File: src/rtl/restoring_divider_16by8.sv
// Sequential unsigned restoring divider: 16-bit dividend / 8-bit divisor,
// one quotient bit per clock; results held until the next accepted operation.
module restoring_divider_16by8 (
    input  logic        clk,
    input  logic        rst,
    input  logic        start,
    input  logic [15:0] dividend,
    input  logic [7:0]  divisor,
    output logic        ready,
    output logic        busy,
    output logic        done,
    output logic [15:0] quotient,
    output logic [7:0]  remainder,
    output logic        div_by_zero
);

    localparam int unsigned DVD_W = 16;
    localparam int unsigned DVS_W = 8;
    localparam int unsigned PR_W  = DVS_W + 1;
    localparam int unsigned CNT_W = 4;

    typedef enum logic [1:0] {
        S_IDLE,
        S_CALC,
        S_DONE
    } state_t;

    state_t             r_state;
    logic [DVD_W-1:0]   r_dvd;
    logic [DVS_W-1:0]   r_dvs;
    logic [PR_W-1:0]    r_pr;
    logic [CNT_W-1:0]   r_cnt;

    logic [PR_W-1:0]    w_t;
    logic               w_ge;
    logic [PR_W-1:0]    w_pr_next;
    logic [DVD_W-1:0]   w_dvd_next;

    // One restoring step; pr stays below the divisor, so its top bit drops out of t.
    // Quotient bits shift into the vacated low end of the dividend register.
    assign w_t        = PR_W'({r_pr, r_dvd[DVD_W-1]});
    assign w_ge       = (w_t >= {1'b0, r_dvs});
    assign w_pr_next  = w_ge ? (w_t - {1'b0, r_dvs}) : w_t;
    assign w_dvd_next = {r_dvd[DVD_W-2:0], w_ge};

    assign ready = (r_state == S_IDLE);
    assign busy  = (r_state != S_IDLE);

    always_ff @(posedge clk) begin
        if (rst) begin
            r_state     <= S_IDLE;
            r_dvd       <= '0;
            r_dvs       <= '0;
            r_pr        <= '0;
            r_cnt       <= '0;
            done        <= 1'b0;
            quotient    <= '0;
            remainder   <= '0;
            div_by_zero <= 1'b0;
        end else begin
            done <= 1'b0;
            case (r_state)
                S_IDLE: begin
                    if (start) begin
                        if (divisor != '0) begin
                            r_dvd   <= dividend;
                            r_dvs   <= divisor;
                            r_pr    <= '0;
                            r_cnt   <= '0;
                            r_state <= S_CALC;
                        end else begin
                            quotient    <= '1;
                            remainder   <= dividend[DVS_W-1:0];
                            div_by_zero <= 1'b1;
                            done        <= 1'b1;
                            r_state     <= S_DONE;
                        end
                    end
                end
                S_CALC: begin
                    r_dvd <= w_dvd_next;
                    r_pr  <= w_pr_next;
                    r_cnt <= r_cnt + CNT_W'(1);
                    // Last step: publish directly from this step's results.
                    if (r_cnt == CNT_W'(DVD_W - 1)) begin
                        quotient    <= w_dvd_next;
                        remainder   <= w_pr_next[DVS_W-1:0];
                        div_by_zero <= 1'b0;
                        done        <= 1'b1;
                        r_state     <= S_DONE;
                    end
                end
                S_DONE: begin
                    r_state <= S_IDLE;
                end
                default: begin
                    r_state <= S_IDLE;
                end
            endcase
        end
    end

endmodule

File: config.mk
export PLATFORM = sky130hd
export DESIGN_NAME = restoring_divider_16by8
export DESIGN_NICKNAME = d
export VERILOG_FILES = /design/src/rtl/restoring_divider_16by8.sv
export SDC_FILE = /design/constraint.sdc
export NUM_CORES = 1
export LEC_CHECK = 0
export ABC_AREA = 1
export BUFFER_PORTS_ARGS = -buffer_cell sky130_fd_sc_hd__buf_2
export CAP_MARGIN = 20
export CORE_MARGIN = 2
export CORE_UTILIZATION = 35
export DETAILED_ROUTE_END_ITERATION = 8
export PLACE_DENSITY = 0.66
export SETUP_SLACK_MARGIN = 0.02
export SYNTH_ARGS = -nofsm -noshare
export SYNTH_HDL_FRONTEND = slang
export SYNTH_SLANG_ARGS = --single-unit
File: constraint.sdc
create_clock -name clk -period 3 [get_ports clk]
set_input_delay 0.3 -clock clk [delete_from_list [all_inputs] [get_ports clk]]
set_output_delay 0.3 -clock clk [all_outputs]
set_load 0.01 [all_outputs]
-- After elaboration in Yosys (flattened, before gate mapping)
Cells that the tools add are included.
- word-level logic and storage cells: 56
- output and inout port bits: 28
- flip-flop bits (word level): 64
- magnitude comparators: 1
- equal/unequal tests: 6
- add/subtract/negate cells: 2
- mux-type cells: 30
- reduce and logical (&&, ||, !) cells: 8
- operator list (cell ; number):
    $mux 16 ; 5
    $pmux 16 s2 ; 2
    $mux 8 ; 6
    $pmux 8 s2 ; 2
    $ge 9x8->1 ; 1
    $mux 4 ; 2
    $pmux 4 s2 ; 1
    $reduce_bool 8->1 ; 1
    $sub 8x8->8 ; 1
    $mux 1 ; 6
    $mux 2 ; 3
    $ne 2x2->1 const B ; 3
    $reduce_and 3->1 ; 2
    $add 4x1->4 const B ; 1
    $eq 4x4->1 const B ; 1
    $pmux 1 s2 ; 2
    $pmux 2 s2 ; 1
    $reduce_and 4->1 ; 1
    $reduce_bool 2->1 ; 2
    $eq 2x1->1 const B ; 1
    $logic_not 2->1 ; 1
    $ne 2x1->1 const B ; 1
    $reduce_and 2->1 ; 1

-- Longest topological paths before layout
- depth after elaboration: 4
- mapped depth: 13

-- Least setup slack after synthesis
No wires, ideal clock.
- kind: register to register
- start: register r_dvd[15]
- end: register r_pr[4]
- cell stages (with the launch flop): 12
- setup time: 0.057 ns
- slack: 1.356 ns
- data required time: 2.943 ns
- clock period less this slack: 1.644 ns
- data arrival time: 1.587 ns
- cells stage by stage: dfxtp_1 > inv_1 > ha_1 > fa_1 > inv_1 > nand3_1 > nand3_1 > xor2_1 > nand3_1 > nand3_1 > nand2_1 > inv_1
- longest elaborated chain between the ends: 3
- elaborated cells on any way between the ends: 4
- those cells by class: add/sub (1); order compare (1); mux (2)
- ends and longest elaborated chain (what ; RTL line ; text):
    start, declared ; 29 ; logic [DVD_W-1:0] r_dvd;
    start signal, assigned ; 66 ; r_dvd <= dividend;
    start signal, assigned ; 81 ; r_dvd <= w_dvd_next;
    $sub 8x8->8 or $ge 9x8->1 (tied branches) ; 43, 42 ;
    $mux 8 (*) ; 43 ; assign w_pr_next = w_ge ? (w_t - {1'b0, r_dvs}) : w_t;
    $pmux 8 s2 (*) ; 62 ; case (r_state)
    end signal, assigned ; 82 ; r_pr <= w_pr_next;
    end, declared ; 31 ; logic [PR_W-1:0] r_pr;
Mark *: on every way between the ends. The rest lies on a longest branch, timed or not.
A chain may end at the register's enable or synchronous reset.

-- Worst setup path after layout
- start: register r_state[0]
- end: register quotient[0]
- longest elaborated chain between the ends: 3
- elaborated cells on any way between the ends: 8
- those cells by class: eq/ne (4); mux (1); reduce/logical (3)
- ends and longest elaborated chain (what ; RTL line ; text):
    start, declared ; 28 ; state_t r_state;
    start signal, assigned ; 51 ; r_state <= S_IDLE;
    start signal, assigned ; 70 ; r_state <= S_CALC;
    start signal, assigned ; 76 ; r_state <= S_DONE;
    $eq 2x1->1 or $logic_not 2->1 (tied branches) ; 62 ;
    $ne 2x2->1 (no source line) or $reduce_bool 2->1 (tied branches) ; - ;
    $reduce_and 4->1 (no source line) ; - ;
    end signal, assigned ; 86 ; quotient <= w_dvd_next;
    end, declared ; 12 ; output logic [15:0] quotient,
Several ways; a longest one is shown, not always the timed one.

==> results.py <==
metrics = {
    "run_status": {
        "status": "finished clean",
    },
    "routing": {
        "firstDrtPassIters": 5,
        "wirelength_um": 7990,
        "viasPerCell": 4.84,
        "vias": 3089,
        "top_layer_used": "met4",
        "drt_iter0_markers": 144,
        "wire_per_inst_um": 12.5,
        "drt-met1-wl_um": 3610,
        "route.detailed.drc": 0,
        "postRouteAntennaNets": 0,
        "wl_met3_um": 484,
        "wl_met2_um": 3810,
    },
    "critical_path": {
        "crit_path_top_delay_cell": "dfxtp_1",
        "path_delay_family": "buffers and inverters",
        "worst-path-max-fanout": 40,
        "crit_chain": "nand2_2 > inv_2 > nand4_2 > nand2_2 > buf_4 > nand4_1 > o211ai_1 > inv_2",
        "crit_buf_inv": 3,
        "regToRegSetupSlack_ps": 960,
        "cp.depth": 8,
        "crit_arrival_ps": 2280,
        "critPathKind": "register to register",
        "required_ps": 3250,
        "worstReg2RegStart": "r_state[0]",
        "critPathLaunchType": "register",
        "cp-endpoint": "quotient[0]",
        "endpoint_kind": "register",
        "cpPeakStageDelay_ps": 350,
        "startpoint": "r_state[0]",
        "reg2regPathDepth": 8,
        "worstReg2RegEnd": "quotient[0]",
    },
    "synthesis": {
        "yosys.area.top_type": "dfxtp_1",
        "synth_seq_cells": 64,
        "syn_area_um2": 3280,
        "yosys_warnings": 0,
        "avgSynthCellArea_um2": 6.91,
        "syn_inst": 475,
        "yosysSeqAreaShare_pct": 39.0,
        "synth.most_common_cell": "nand2_1",
        "synthArstFlopShare_pct": 0,
        "synth_common_cells": "nand2_1 (105), inv_1 (70), dfxtp_1 (64)",
        "synth_ff_type": "dfxtp_1",
        "netlist.area_leader.share_pct": 39.0,
        "synth_edf_count": 0,
        "synth_cell_type_count": 32,
        "synth_nets": 512,
        "synthTopCellsByArea": "dfxtp_1 (39%), nand2_1 (12%), inv_1 (8.0%), nor2_1 (5.5%), nand3_1 (5.3%)",
    },
    "clocking": {
        "post_cts_resized": 0,
        "cts_max_path_buffers": 2,
        "h-tree-depth": 3,
        "cts_tree": "yes",
        "post_cts_buffers": 0,
        "clk_pin_slew_ps": 70,
        "cts_made_buffers": 9,
        "cts_hold_buf": 0,
        "clkLatencyLatePin_ps": 350,
        "clkSinkCount": 64,
        "clockRootBuffer": "clkbuf_8",
    },
    "power_and_ir_drop": {
        "power.total_mw": 2.35,
        "switchingPower_mw": 0.729,
        "combPwrFrac_pct": 22.4,
        "peakVddDrop_mv": 0.291,
        "leakagePower_nw": 2.09,
        "p_int_mw": 1.62,
        "pwr-share-seq_pct": 39.7,
        "p_clk_share_pct": 37.9,
        "power_density_nw_per_um2": 614,
        "swShare_pct": 31.0,
    },
    "sta": {
        "slew_viol_final": 0,
        "finalSetupTns_ps": 0,
        "fin_crit_ps": 2040,
        "setup_viol_count_final": 0,
        "tightest_slew_ps": 471,
        "relSlewSlack_pct": 68.5,
        "rsz0062_at_grt": "false",
        "hold_viol_final": 0,
        "hold-worst-slack_ps": 213,
        "fin_skew_ps": 11.9,
        "min_period_over_period_pct": 67.9,
        "clock.fmax_mhz": 491,
    },
    "place": {
        "io_buffers": 54,
        "place.gp.congestion": 0.828,
        "dp_hpwl_um": 5830,
    },
    "cells_and_area": {
        "syn_to_final_growth_pct": 16.5,
        "diodes": 0,
        "drive_gt1_share_pct": 18.6,
        "fin_nets": 560,
        "fin_util_pct": 41.8,
    },
    "global_routing": {
        "grt_pass1_vias": 2965,
        "groute.usage.overall_pct": 16.7,
        "grt_remaining_overflow": 0,
        "antenna_found_initial": 0,
        "grt_start_max_net_pins": 50,
        "grt_pass1_wl_um": 13500,
    },
    "floorplanning": {
        "rows": 35,
        "initial_core_util_pct": 35.9,
        "fp.dieW_um": 101,
        "die_y_um": 101,
        "core_region_area_um2": 9150,
        "io_pins": 55,
        "dieArea_um2": 10200,
    },
    "worst_hold_path": {
        "hold_class": "input port to register",
    },
    "flow_run": {
        "drv_cap": 0,
    },
}
## layer usage
layer,vias to the layer above,GRT usage (%)
li1,1619,-
met1,1376,20.7
met2,86,28.2
met3,8,4.65
met4,0,4.95
met5,-,0
## per-stage QoR
stage / cells / instance area, um2 / worst slack [ps]
after floorplan: 475 / 3280 / 1360
after global placement: 623 / 3590 / 1040
after detailed placement: 623 / 3590 / 937
after CTS: 638 / 3820 / 946
after global routing: 638 / 3820 / 786
final: 638 / 3820 / 963
## power groups by stage
stage / combinational [mW] / sequential, mW / clock [mW]
2_1_floorplan: 0.414 / 0.941 / 0
3_3_place_gp: 0.515 / 0.950 / 0
3_5_place_dp: 0.523 / 0.951 / 0
4_1_cts: 0.526 / 0.932 / 0.905
5_1_grt: 0.602 / 0.939 / 0.939
6_report: 0.527 / 0.933 / 0.889
## worst reg2reg max path: cells and delay by family, from the launching register on
family,cells,cell delay (ps)
DFF,1,350
AOI/OAI and AO/OA,1,130
buffers and inverters,3,740
and+or+nand+nor,4,730
## flip-flops by register name (all words and copies together), names as in the netlist
register and cells:
quotient 16, r_pr 8, r_cnt 4, div_by_zero 1
r_dvs 8, r_dvd 16, remainder 8, done 1
r_state 2
## layout make-up
cell class              count  area (um2)
clock buffers               9         124
multi-input cells         307        1560
repair buffers             57         293
clock inverters             6         109
well taps                 111         139
inverters                  84         318
flip-flops and latches     64        1280
fillers                   971        5330
## worst min-delay path by stage
stage	endpoint	startpoint	cells past startpoint	slack, ps
after global placement	r_dvd[13]	r_dvd[13]	2	450
after floorplan	r_cnt[1]	rst	1	370
after CTS	r_dvs[0]	divisor[0]	3	200
after detailed placement	r_dvs[4]	r_dvs[4]	2	460
after global routing	r_dvs[0]	divisor[0]	3	240
final	r_dvs[0]	divisor[0]	3	210
## logic make-up after synthesis
logic type               synth area share (%)
AO/OA/AOI/OAI                            14.4
XOR/XNOR                                0.800
flip-flops                               39.0
buffers and inverters                    13.4
AND/OR/NAND/NOR                          28.3
adder cells (fa/ha/maj)                  4.04
## placed cells by master, fill, tap and decap left out, drive strengths merged
cell	instances
a22oi	1
bufinv	3
o21ai	35
a21oi	23
clkinv	3
nor2	53
xor2	1
nand2	107
nand4	13
inv	84
and3	1
xnor2	2
buf	57
fa	1
dfxtp	64
a211oi	1
a31oi	7
clkbuf	9
or2	1
ha	9
o211ai	16
nand3	36
Power figures use the tool's default switching activity.
